[src/rtl/wb_spi_pkg.sv]
// Shared constants for the Wishbone SPI register block: register map,
// field positions and reset values.
package wb_spi_pkg;

    localparam logic [2:0] SPCR_A = 3'd0;
    localparam logic [2:0] SPSR_A = 3'd1;
    localparam logic [2:0] SPDR_A = 3'd2;
    localparam logic [2:0] SPER_A = 3'd3;

    localparam int SPCR_SPIE = 7;
    localparam int SPCR_SPE  = 6;
    localparam int SPCR_MSTR = 4;
    localparam int SPCR_CPOL = 3;
    localparam int SPCR_CPHA = 2;

    localparam int SPSR_SPIF = 7;
    localparam int SPSR_WCOL = 6;

    localparam logic [7:0] SPCR_RST = 8'h10;
    localparam logic [7:0] SPSR_RST = 8'h05;
    localparam logic [7:0] SPER_RST = 8'h00;

    typedef struct packed {
        logic       spie;
        logic       spe;
        logic       rsvd;
        logic       mstr;
        logic       cpol;
        logic       cpha;
        logic [1:0] spr;
    } spcr_t;

endpackage

[src/rtl/spi_byte_fifo.sv]
// Small byte FIFO with synchronous flush; a push into a full FIFO is accepted
// only when a pop happens in the same cycle.
module spi_byte_fifo #(
    parameter int DEPTH = 4
) (
    input  logic       clk_i,
    input  logic       rst_i,
    input  logic       flush,
    input  logic       push,
    input  logic       pop,
    input  logic [7:0] din,
    output logic [7:0] dout,
    output logic       full,
    output logic       empty
);
    localparam int AW = $clog2(DEPTH);

    logic [7:0]    mem [DEPTH];
    logic [AW-1:0] wr_ptr;
    logic [AW-1:0] rd_ptr;
    logic [AW:0]   count;
    logic          do_push;
    logic          do_pop;

    assign empty   = (count == '0);
    assign full    = (count == (AW+1)'(DEPTH));
    assign do_pop  = pop & ~empty;
    assign do_push = push & (~full | do_pop);
    assign dout    = mem[rd_ptr];

    always_ff @(posedge clk_i or negedge rst_i) begin
        if (!rst_i) begin
            wr_ptr <= '0;
            rd_ptr <= '0;
            count  <= '0;
        end else if (flush) begin
            wr_ptr <= '0;
            rd_ptr <= '0;
            count  <= '0;
        end else begin
            if (do_push) wr_ptr <= wr_ptr + 1'b1;
            if (do_pop)  rd_ptr <= rd_ptr + 1'b1;
            case ({do_push, do_pop})
                2'b10:   count <= count + 1'b1;
                2'b01:   count <= count - 1'b1;
                default: ;
            endcase
        end
    end

    always_ff @(posedge clk_i) begin
        if (do_push && !flush) mem[wr_ptr] <= din;
    end

endmodule

[src/rtl/wb_spi_slave_regs.sv]
// Wishbone classic register block for the SPI controller: SPCR/SPSR/SPDR/SPER,
// TX/RX byte FIFOs and the transfer-complete interrupt.
module wb_spi_slave_regs
    import wb_spi_pkg::*;
#(
    parameter int FIFO_DEPTH = 4
) (
    input  logic       clk_i,
    input  logic       rst_i,
    input  logic       cyc_i,
    input  logic       stb_i,
    input  logic       we_i,
    input  logic [2:0] adr_i,
    input  logic [7:0] dat_i,
    output logic [7:0] dat_o,
    output logic       ack_o,
    output logic       inta_o,
    output logic       spe_o,
    output logic       cpol_o,
    output logic       cpha_o,
    output logic [3:0] spr_o,
    output logic [7:0] tx_data_o,
    output logic       tx_valid_o,
    input  logic       tx_ready_i,
    input  logic [7:0] rx_data_i,
    input  logic       rx_valid_i
);
    logic       acc, wr, rd;
    spcr_t      spcr, spcr_nxt;
    logic       spif, spif_nxt, wcol, wcol_nxt;
    logic [1:0] icnt, icnt_nxt, espr, espr_nxt, cnt, cnt_nxt;
    logic       flush;
    logic       tx_push, tx_pop, tx_full, tx_empty;
    logic       rx_push, rx_pop, rx_full, rx_empty;
    logic [7:0] rx_head, rd_data;

    // The ~ack_o term keeps a held cyc/stb from starting a second access.
    assign acc = cyc_i & stb_i & ~ack_o;
    assign wr  = acc & we_i;
    assign rd  = acc & ~we_i;

    assign tx_valid_o = ~tx_empty & spcr.spe;
    assign tx_pop     = tx_valid_o & tx_ready_i;
    assign tx_push    = wr & (adr_i == SPDR_A);
    assign rx_push    = rx_valid_i & spcr.spe;
    assign rx_pop     = rd & (adr_i == SPDR_A);
    assign flush      = wr & (adr_i == SPCR_A) & spcr.spe & ~dat_i[SPCR_SPE];

    assign spe_o  = spcr.spe;
    assign cpol_o = spcr.cpol;
    assign cpha_o = spcr.cpha;
    assign spr_o  = {espr, spcr.spr};

    spi_byte_fifo #(.DEPTH(FIFO_DEPTH)) u_tx_fifo (
        .clk_i(clk_i), .rst_i(rst_i), .flush(flush), .push(tx_push), .pop(tx_pop),
        .din(dat_i), .dout(tx_data_o), .full(tx_full), .empty(tx_empty)
    );

    spi_byte_fifo #(.DEPTH(FIFO_DEPTH)) u_rx_fifo (
        .clk_i(clk_i), .rst_i(rst_i), .flush(flush), .push(rx_push), .pop(rx_pop),
        .din(rx_data_i), .dout(rx_head), .full(rx_full), .empty(rx_empty)
    );

    always_comb begin
        spcr_nxt = spcr;
        spif_nxt = spif;
        wcol_nxt = wcol;
        icnt_nxt = icnt;
        espr_nxt = espr;
        cnt_nxt  = cnt;
        if (wr) begin
            case (adr_i)
                SPCR_A: begin
                    spcr_nxt      = spcr_t'(dat_i);
                    spcr_nxt.rsvd = 1'b0;
                end
                SPSR_A: begin
                    if (dat_i[SPSR_SPIF]) spif_nxt = 1'b0;
                    if (dat_i[SPSR_WCOL]) wcol_nxt = 1'b0;
                end
                SPER_A: begin
                    icnt_nxt = dat_i[7:6];
                    espr_nxt = dat_i[1:0];
                end
                default: ;
            endcase
        end
        if (tx_push & tx_full & ~tx_pop) wcol_nxt = 1'b1;
        // Bytes dropped on RX overflow still count toward SPIF; a set beats a clear.
        if (flush) begin
            cnt_nxt = 2'd0;
        end else if (rx_push) begin
            if (cnt == icnt) begin
                cnt_nxt  = 2'd0;
                spif_nxt = 1'b1;
            end else begin
                cnt_nxt = cnt + 2'd1;
            end
        end
    end

    always_comb begin
        rd_data = 8'h00;
        case (adr_i)
            SPCR_A:  rd_data = spcr;
            SPSR_A:  rd_data = {spif, wcol, 2'b00, tx_full, tx_empty, rx_full, rx_empty};
            SPDR_A:  rd_data = rx_empty ? 8'h00 : rx_head;
            SPER_A:  rd_data = {icnt, 4'b0000, espr};
            default: rd_data = 8'h00;
        endcase
    end

    always_ff @(posedge clk_i or negedge rst_i) begin
        if (!rst_i) begin
            spcr   <= spcr_t'(SPCR_RST);
            spif   <= SPSR_RST[SPSR_SPIF];
            wcol   <= SPSR_RST[SPSR_WCOL];
            icnt   <= SPER_RST[7:6];
            espr   <= SPER_RST[1:0];
            cnt    <= 2'd0;
            ack_o  <= 1'b0;
            inta_o <= 1'b0;
            dat_o  <= 8'h00;
        end else begin
            spcr   <= spcr_nxt;
            spif   <= spif_nxt;
            wcol   <= wcol_nxt;
            icnt   <= icnt_nxt;
            espr   <= espr_nxt;
            cnt    <= cnt_nxt;
            ack_o  <= acc;
            inta_o <= spcr_nxt.spie & spif_nxt;
            if (rd) dat_o <= rd_data;
        end
    end

endmodule

[config.mk]
export PLATFORM = sky130hd
export DESIGN_NAME = wb_spi_slave_regs
export DESIGN_NICKNAME = d
export VERILOG_FILES = /design/src/rtl/wb_spi_pkg.sv /design/src/rtl/spi_byte_fifo.sv /design/src/rtl/wb_spi_slave_regs.sv
export SDC_FILE = /design/constraint.sdc
export NUM_CORES = 1
export LEC_CHECK = 0
export BUFFER_PORTS_ARGS = -buffer_cell sky130_fd_sc_hd__buf_2
export CAP_MARGIN = 20
export CORE_ASPECT_RATIO = 0.7
export CORE_MARGIN = 1.5
export CORE_UTILIZATION = 30
export DETAILED_ROUTE_END_ITERATION = 16
export RECOVER_POWER = 50
export SLEW_MARGIN = 20
export SYNTH_ARGS = -nofsm -noshare
export SYNTH_HDL_FRONTEND = slang
export SYNTH_SLANG_ARGS = --single-unit
[constraint.sdc]
create_clock -name clk_i -period 2.6 [get_ports clk_i]
set_clock_uncertainty 0.05 [all_clocks]
set_input_delay 0.26 -clock clk_i [delete_from_list [all_inputs] [get_ports clk_i]]
set_output_delay 0.26 -clock clk_i [all_outputs]
set_load 0.1 [all_outputs]
==> results.py <==
metrics = {
    "clock_tree": {
        "cts_tree": "done",
        "cts_buffers": 9,
        "cts_buffer_depth": 2,
        "clkSlewWorstSetupHoldPaths_ps": 70,
        "h-tree-depth": 3,
        "cts_resized": 0,
        "clock_latency_ps": 340,
        "cts_setup_buffers": 0,
        "root_buffer": "clkbuf_16",
        "cts_sinks": 103,
        "ctsHoldBuffers": 0,
    },
    "critical_path": {
        "cpLargestDelayFamily": "flip-flops",
        "path_max_fanout": 10,
        "end_kind": "output port",
        "cp_slowest_cell": "dfrtp_1",
        "cp-start-kind": "flop",
        "path_buf_inv": 1,
        "arrival_ps": 1980,
        "r2r_start": "spe_o",
        "crit_chain": "mux4_2, buf_2",
        "crit_path_max_incr_delay_ps": 730,
        "cp-startpoint": "u_tx_fifo.rd_ptr[0]",
        "path_class": "reg -> out",
        "cp.required_ps": 2290,
    },
    "global_routing": {
        "grtUsageTotal_pct": 13.0,
        "top_usage_layer": "met2",
        "met1_usage_pct": 18.6,
        "gr-total-overflow": 0,
        "antenna_found_initial": 0,
        "grt_pass1_wl_um": 15100,
        "grt_start_max_net_pins": 40,
        "grt_pass1_vias": 2659,
        "grt_use_met2_pct": 19.4,
        "grtUsageMet3_pct": 3.42,
    },
    "detailed_routing": {
        "firstDrtPassIters": 4,
        "drt_wl_total_um": 9550,
        "route.vias.total": 2592,
        "ant_nets": 0,
        "vias_per_cell": 4.79,
        "wl_per_cell_um": 17.6,
        "drc": 0,
        "drt_iter0_drc": 147,
    },
    "timing": {
        "rsz0062_at_grt": "false",
        "maxSlewHeadroom_pct": -39.6,
        "worstMarginPinSlew_ps": 2090,
        "period_minus_slack_ps": 2290,
        "finalHoldViolCount": 0,
        "setup_slack_ps": 314,
        "setup_viol": 0,
        "max_freq_mhz": 437,
        "fin_crit_sh_pct": 87.9,
        "slew_viol_final": 40,
        "final.setup.tns_ps": 0,
    },
    "floorplanning": {
        "die_w_um": 149,
        "core_area_um2": 14600,
        "ioPinCount": 52,
        "rows": 37,
        "start_util_pct": 30.7,
        "die_area_um2": 15700,
        "die_h_um": 105,
    },
    "placed_design": {
        "numPlacedInstances": 525,
        "pre_cts_slack_ps": 255,
        "io_buffers": 51,
        "place_congestion": 0.846,
        "dp_hpwl_um": 7090,
    },
    "pwr": {
        "sequentialPowerShare_pct": 42.6,
        "pwr_density_cell_nw_per_um2": 1010,
        "combPwrFrac_pct": 33.9,
        "p_int_mw": 3.14,
        "p_clk_share_pct": 23.5,
        "power_mw": 5.27,
        "switching_power_mw": 2.14,
        "power.leakage_nw": 1.94,
        "vdd_drop_max_v": 0.000339,
        "sw_frac_of_total_pct": 40.5,
    },
    "run": {
        "cap_violations": 1,
    },
    "outcome": {
        "violations": "max-capacitance violations, max-slew violations",
        "status": "finished, violations left",
    },
    "final_layout": {
        "num_antenna_cells": 0,
        "drive_above_1_share_pct": 23.1,
        "syn_to_final_growth_pct": 15.9,
        "fin_nets": 377,
        "final_cell_count_no_fill": 541,
    },
    "logic_synthesis": {
        "syn_nets": 324,
        "yosysUniqueCellTypes": 51,
        "yosysSeqAreaShare_pct": 64.6,
        "synth_edf_count": 64,
        "ys_ff_latch": 103,
        "synthFlopType": "edfxtp_1",
        "netlist_area_um2": 4480,
        "async_flop_share_pct": 37.9,
        "syn_area_per_cell_um2": 15.6,
        "synth_cells": 288,
        "synth-warning-count": 0,
    },
    "hold_path": {
        "min_from": "stb_i",
        "hold_path.class": "in -> reg",
    },
}
[tightest hold or removal path, stage by stage]
cell	delay, ps
buf_2	120
nand2_1	50
nor2_1	30
[synth_stat cells (3+ instances only)]
master | instances | area share, %
nand2b_1 | 3 | 0.42
edfxtp_1 | 64 | 43
nor3_1 | 7 | 0.78
inv_1 | 5 | 0.42
a21oi_1 | 4 | 0.45
buf_2 | 6 | 0.67
mux2i_1 | 7 | 1.6
and3_1 | 5 | 0.70
nor2b_1 | 4 | 0.56
xnor2_1 | 3 | 0.59
a22o_1 | 6 | 1.2
nor3b_1 | 4 | 0.67
nand3_1 | 4 | 0.45
mux4_2 | 16 | 8.0
ha_1 | 8 | 2.2
nand2_1 | 15 | 1.3
a221o_1 | 3 | 0.67
mux2_2 | 12 | 3.0
o21ai_0 | 5 | 0.56
clkbuf_1 | 5 | 0.42
dfrtp_1 | 38 | 21
nor2_1 | 16 | 1.3
and2_1 | 7 | 0.98
xor2_1 | 5 | 0.98
[area by class of cell]
type,count,area (um^2)
repair buffers,57,265
inverters,5,18.8
well taps,195,244
fillers,1450,9430
multi-input cells,165,1500
clock buffers,9,225
clock inverters,7,47.5
flip-flops and latches,103,2900
[worst paths after layout]
path	endpoint	slack, ps	cells past startpoint
setup / recovery	tx_data_o[4]	310	2
hold / removal	ack_o	110	3
setup reg to reg	u_tx_fifo.count[2]	320	5
hold reg to reg	dat_o[2]	440	2
max in group asynchronous	cpol_o	830	1
min in group asynchronous	u_tx_fifo.count[2]	460	1
[placed cells by master (no fill, tap or decap), types with 3 or more instances in the layout]
cell type | netlist | final
clkbuf_1 | 5 | 28
xnor2_1 | 3 | 3
a221o_1 | 3 | 3
nor3b_1 | 4 | 4
nor2_1 | 16 | 16
inv_1 | 5 | 5
mux2_2 | 12 | 12
and2_1 | 7 | 7
a22o_1 | 6 | 6
mux4_2 | 16 | 16
edfxtp_1 | 64 | 64
o21ai_0 | 5 | 5
a21oi_1 | 4 | 4
clkbuf_16 | 0 | 9
nand3_1 | 4 | 4
nor2b_1 | 4 | 3
buf_4 | 2 | 6
nor3_1 | 7 | 7
mux2i_1 | 7 | 7
nand2b_1 | 3 | 3
and3_1 | 5 | 5
xor2_1 | 5 | 5
ha_1 | 8 | 8
dfrtp_1 | 38 | 38
nand2_1 | 15 | 15
buf_2 | 6 | 23
[power groups by stage]
stage          clock (mW)  combinational [mW]  sequential (mW)
2_1_floorplan           0                1.31             2.40
3_5_place_dp            0                1.81             2.29
5_1_grt              1.33                1.91             2.30
6_report             1.24                1.79             2.25
4_1_cts              1.27                1.81             2.26
3_3_place_gp            0                1.78             2.27
[logic make-up (layout without fill, tap and decap cells)]
group,after synthesis,count (layout),synth area share (%)
buffers and inverters,20,78,2.01
AOI/OAI and AO/OA,34,34,6.31
xor gates and xnor gates,8,8,1.56
adders and majority gates,10,10,3.13
DFF,103,103,64.6
muxes,35,35,12.6
and+or+nand+nor,78,78,9.74
[per-stage QoR]
stage | hold WS (ps) | utilization, % | instance area, um^2
global placement | 375 | 33.9 | 4960
CTS | 8.76 | 35.8 | 5230
finish | 111 | 35.5 | 5200
floorplan | -85.6 | - | 4490
detailed placement | 376 | 33.9 | 4960
global route | 136 | 35.5 | 5200
[registers in the layout, summed over array words and instances (netlist names)]
| name | count |
|---|---|
| u_tx_fifo.wr_ptr | 2 |
| u_tx_fifo.mem | 32 |
| u_tx_fifo.rd_ptr | 2 |
| u_rx_fifo.count | 3 |
| u_tx_fifo.count | 3 |
| wcol | 1 |
| spe_o | 1 |
| cpha_o | 1 |
| spcr | 2 |
| cnt | 2 |
| spr_o | 2 |
| cpol_o | 1 |
| u_rx_fifo.wr_ptr | 2 |
| u_rx_fifo.mem | 32 |
| inta_o | 1 |
| ack_o | 1 |
| dat_o | 8 |
| espr | 2 |
| u_rx_fifo.rd_ptr | 2 |
| icnt | 2 |
| spif | 1 |
[per-layer routing]
layer / share of wire [%] / routed length [um] / vias up
met1: 48 / 4560 / 1290
li1: - / - / 1212
met3: 6.4 / 615 / 17
met2: 44 / 4200 / 73
met5: 0 / 0 / -
met4: 1.8 / 171 / 0
Note: power is estimated with default switching activity, not from simulation.
